<file path="src/rtl/pipe_hazard_ctrl.sv">
// Hazard, forwarding and flush control for the in-order MIPS pipeline.
// A shift-register scoreboard of in-flight writers drives load-use stall, flush and EX forward selects.
module pipe_hazard_ctrl #(
   parameter int REG_AW     = 5,
   parameter int DEPTH      = 3,
   parameter int LOAD_STAGE = 2,
   parameter int CNT_W      = 16,
   localparam int FSW       = $clog2(DEPTH+1)
) (
   input  logic              clk,
   input  logic              rst_n,
   input  logic              id_valid,
   input  logic [REG_AW-1:0] id_rs,
   input  logic [REG_AW-1:0] id_rt,
   input  logic              id_rs_used,
   input  logic              id_rt_used,
   input  logic              id_wr_en,
   input  logic [REG_AW-1:0] id_wr_reg,
   input  logic              id_is_load,
   input  logic              branch_taken,
   output logic              pc_write,
   output logic              ifid_write,
   output logic              flush_ifid,
   output logic              stall,
   output logic [FSW-1:0]    fwd_sel_rs,
   output logic [FSW-1:0]    fwd_sel_rt,
   output logic [CNT_W-1:0]  stall_count,
   output logic [CNT_W-1:0]  flush_count
);

   typedef struct packed {
      logic              vld;
      logic              wr;
      logic [REG_AW-1:0] rd;
      logic              ld;
   } sb_entry_t;

   // The final stage writes a write-first register file and is never a
   // forwarding source, so only stages 0..DEPTH-2 need storage.
   sb_entry_t [DEPTH-2:0] sb;

   logic [1:0][REG_AW-1:0] src;
   logic [1:0]             used;
   logic [1:0][FSW-1:0]    sel_nxt;
   logic [1:0]             lu;
   logic                   issue;

   assign src  = {id_rt, id_rs};
   assign used = {id_rt_used, id_rs_used};

   // Scan oldest to youngest so the youngest matching producer wins.
   always_comb begin
      sel_nxt = '0;
      lu      = '0;
      for (int s = 0; s < 2; s++) begin
         for (int k = DEPTH-2; k >= 0; k--) begin
            if (sb[k].vld && sb[k].wr && sb[k].rd == src[s] &&
                src[s] != '0 && used[s]) begin
               sel_nxt[s] = FSW'(k+1);
               lu[s]      = sb[k].ld && ((k+1) < LOAD_STAGE);
            end
         end
      end
   end

   assign stall      = id_valid & ~branch_taken & (|lu);
   assign issue      = id_valid & ~stall & ~branch_taken;
   assign pc_write   = ~stall;
   assign ifid_write = ~stall;
   assign flush_ifid = branch_taken;

   always_ff @(posedge clk or negedge rst_n) begin
      if (!rst_n) begin
         sb          <= '0;
         fwd_sel_rs  <= '0;
         fwd_sel_rt  <= '0;
         stall_count <= '0;
         flush_count <= '0;
      end else begin
         for (int i = DEPTH-2; i > 0; i--) sb[i] <= sb[i-1];
         sb[0]      <= issue ? sb_entry_t'{1'b1, id_wr_en, id_wr_reg, id_is_load} : '0;
         fwd_sel_rs <= issue ? sel_nxt[0] : '0;
         fwd_sel_rt <= issue ? sel_nxt[1] : '0;
         if (stall && !(&stall_count))        stall_count <= stall_count + 1'b1;
         if (branch_taken && !(&flush_count)) flush_count <= flush_count + 1'b1;
      end
   end

endmodule

</file>
<file path="config.mk">
export PLATFORM = sky130hd
export DESIGN_NAME = pipe_hazard_ctrl
export DESIGN_NICKNAME = d
export VERILOG_FILES = /design/src/rtl/pipe_hazard_ctrl.sv
export SDC_FILE = /design/constraint.sdc
export NUM_CORES = 1
export LEC_CHECK = 0
export ABC_AREA = 1
export BUFFER_PORTS_ARGS = -buffer_cell sky130_fd_sc_hd__buf_2
export CAP_MARGIN = 20
export CORE_UTILIZATION = 31
export CTS_CLUSTER_DIAMETER = 50
export DETAILED_ROUTE_END_ITERATION = 16
export PLACE_DENSITY = 0.59
export SYNTH_ARGS = -nofsm -noshare
export SYNTH_HDL_FRONTEND = slang
export SYNTH_SLANG_ARGS = --single-unit
</file>
<file path="constraint.sdc">
create_clock -name clk -period 1.3 [get_ports clk]
set_input_delay 0.065 -clock clk [delete_from_list [all_inputs] [get_ports clk]]
set_output_delay 0.065 -clock clk [all_outputs]
set_load 0.005 [all_outputs]
</file>
==> key figures <==
Clock tree
  • Clk_lat worst skew: 0.30 ns
  • Clk sinks: 51
  • Root buffer cell: clkbuf_8
  • CTS tree: yes
  • Clock slew at reported path FFs: 0.11 ns
  • CTS HTree Levels: 2
  • Clock buffer depth: 2
  • CTS Buf Count: 5

STA
  • Final Hold Viols: 0
  • Clock Skew: 0.00792 ns
  • Final period util: 1.29
  • Worst setup margin: -0.382 ns
  • Max-slew violations: 0
  • RSZ-0062 raised after global routing: yes
  • Setup-failing EPs final: 47
  • Actual slew at the worst max-slew pin: 0.292 ns
  • Slew HR: 0.804
  • Final Hold Slack: 0.135 ns
  • Final min period: 1.68 ns
  • Fmax: 0.595 GHz

Routing
  • Via count: 2917
  • Number of DRC markers in iteration 0: 95
  • Remaining DRCs: 0
  • Vias per Instance: 4.60
  • First drt pass iteration count: 4
  • Drt wl/cell: 12.8 um
  • Final wirelength: 8.12 mm
  • Antenna-violating nets left: 0

Layout
  • Layout cell share with drive strength beyond 1: 0.432
  • FILL cells: 811
  • Nets: 550
  • Synth-to-Final Area Change: 58.2%
  • Register area: 1280 um2
  • Combined area of the multi-input logic cells: 1570 um2
  • N_diodes: 0

Die
  • Die Y: 97.5 um
  • Core ar.: 8760 um2
  • Number of placement rows: 34
  • Die width: 97.5 um
  • Ports: 63
  • Die area: 9510 um2
  • Initial Util: 0.323

GRT
  • Largest net degree at the start of global routing: 52
  • Global-route wire length before repair: 13.1 mm
  • Antenna violations before repair: 0
  • Vias in the first global route: 2882
  • Total gr overflow: 0
  • All-Layer GR Usage: 0.168

Status
  • Outcome: finished, violations left
  • Failing checks: negative setup slack

Power
  • Pint: 0.00299 W
  • Comb power frac: 0.358
  • Sw Ratio: 0.335
  • Switching power total: 0.00150 W
  • Pleak: 2.37 nW
  • Sequential share of power: 0.420
  • Pwr/cell area: 1000 nW/um2
  • Clk network pwr share: 0.222
  • Peak VDD IR: 913 uV

Setup path
  • Reg2Reg Depth: 12
  • Worst setup startpoint: sb[4]
  • CP endpoint kind: output port
  • Worst R2R Start: sb[4]
  • WS Path Type: flop to output port
  • Max FO, Critical Path: 4
  • CP arrival: 1.62 ns
  • FF-to-FF End: stall_count[11]
  • Setup crit start kind: flop
  • WP data required: 1.24 ns
  • CP endpoint: stall
  • Reg-to-reg slack, setup: -0.37 ns

Logic synthesis
  • Synth Flop Type: dfrtp_1
  • Syn Inst Count: 366
  • Synth Area per Inst: 7.73 um2
  • Seq/Total Area, Yosys: 0.451
  • Cell variety after synth: 26
  • Post-Syn Area: 2830 um2
  • Synth top area cells: dfrtp_1 (45%), nand2_1 (12%), inv_1 (6.6%)
  • Yosys top cell area share: 0.451
  • Number of synthesized flops with an enable pin: 0
  • Ys async rst share: 1.00
  • Register bit total from synthesis: 51
  • Mapped Nets: 391
  • YS warnings: 0
  • Synth area leader: dfrtp_1

Flow run
  • Max-Cap Viols: 0

Min path
  • Hold Path Class: input pin to flop

Place
  • IO Port Bufs: 62
  • Setup slack at placement: -0.226 ns
  • DP Wirelength: 5.38 mm
  • Final Wtd Congestion: 0.810
-- placed cells by master, fill, tap and decap left out, drive strengths merged --
master       synthesis  routed
xnor2               14      14
a21oi                4       4
xor2                17      17
nand4               20      20
nor2                44      44
nand3b               1       1
nand2               96      96
o211a                1       1
nor3b                1       1
buf                  8     150
clkbuf               0       6
or2                  2       2
nor3                11      11
nand3               31      31
inv                 56      58
ha                   2       2
clkinv               0       1
dlygate4sd3          0       8
o21ai                7       7
dfrtp               51      51
clkinvlp             0       1
-- kinds of logic after synthesis --
kind of cell / share of synthesized area
AOI/OAI and AO/OA: 0.0230
and+or+nand+nor: 0.325
buffers and inverters: 0.0964
xor gates and xnor gates: 0.0960
adders and majority gates: 0.00884
DFF: 0.451
-- power by group through the flow --
stage | registers [W] | clock network [W] | logic, W
after global placement | 0.00187 | 0 | 0.000969
after CTS | 0.00186 | 0.00105 | 0.00135
after global routing | 0.00191 | 0.00111 | 0.00172
after floorplan | 0.00192 | 0 | 0.000343
after detailed placement | 0.00188 | 0 | 0.000989
final | 0.00189 | 0.000997 | 0.00161
-- per-layer routing --
| layer | part of all wire | track usage | vias to the layer above |
|---|---|---|---|
| li1 | - | - | 1464 |
| met3 | 0.028 | 0.0288 | 16 |
| met5 | 0 | 0 | - |
| met2 | 0.50 | 0.293 | 64 |
| met1 | 0.45 | 0.209 | 1373 |
| met4 | 0.023 | 0.0554 | 0 |
-- critical path, cell delays in order, from the launching register on --
cell     delay [ns]
dfrtp_1        0.41
inv_1          0.05
a21oi_1        0.11
nand2_1        0.07
nor2_2         0.16
nand3_2        0.12
nand2_4        0.10
buf_12         0.10
nand2_4        0.04
inv_2          0.03
buf_2          0.09
-- flip-flops by register name, summed over array words and instances, names as in the netlist --
signal,count
flush_count,16
sb,15
fwd_sel_rt,2
stall_count,16
fwd_sel_rs,2
-- stage by stage --
| stage | instance area, um2 | power, W | utilization | TNS [ns] | std cells |
|---|---|---|---|---|---|
| global route | 4480 | 0.00474 | 0.511 | -16.15 | 634 |
| CTS | 4230 | 0.00426 | 0.482 | -9.82 | 620 |
| detailed placement | 3820 | 0.00287 | 0.435 | -7.10 | 590 |
| finish | 4480 | 0.00449 | 0.511 | -10.97 | 634 |
| floorplan | 2910 | 0.00226 | - | -2.06 | 366 |
| global placement | 3820 | 0.00284 | 0.435 | -5.50 | 590 |
-- how the worst min path moves through the flow --
stage               slack (ns)              to  startpoint  cells after the start
finish                    0.13   fwd_sel_rs[1]  id_rs_used                      5
global route              0.14   fwd_sel_rs[1]  id_rs_used                      5
CTS                       0.12   fwd_sel_rs[1]  id_rs_used                      5
detailed placement        0.08  stall_count[6]       rst_n                      2
global placement          0.08  stall_count[7]       rst_n                      2
floorplan                -0.23  flush_count[0]       rst_n                      0
-- Yosys cell counts, types with 2 or more instances --
cell type,instances
buf_4,2
o21ai_1,5
nor2_1,42
xnor2_1,14
buf_2,2
nand3_2,3
dfrtp_1,51
nand4_1,20
nor2_2,2
or2_1,2
a21oi_1,4
xor2_1,17
nand2_1,94
inv_1,50
o21ai_0,2
buf_6,3
inv_2,6
nor3_1,11
nand3_1,28
ha_1,2
-- repair_timing --
action | CTS | global route
resized for setup | 30 | 33
hold buffers | 8 | 0
pin swaps | 20 | 17
endpoints found under the hold margin | 58 | 0
setup buffers | 13 | 13
setup endpoints to repair | 47 | 47
cloned | 1 | 1
-- final cells by class --
class                   count  share of cell area
multi-input cells         251               0.351
flip-flops and latches     51               0.286
repair buffers            159               0.261
inverters                  56              0.0486
well taps                 108              0.0302
clock buffers               5              0.0154
clock inverters             3             0.00587
repair inverters            1             0.00168
No activity file was read; power rests on OpenSTA's default activity.
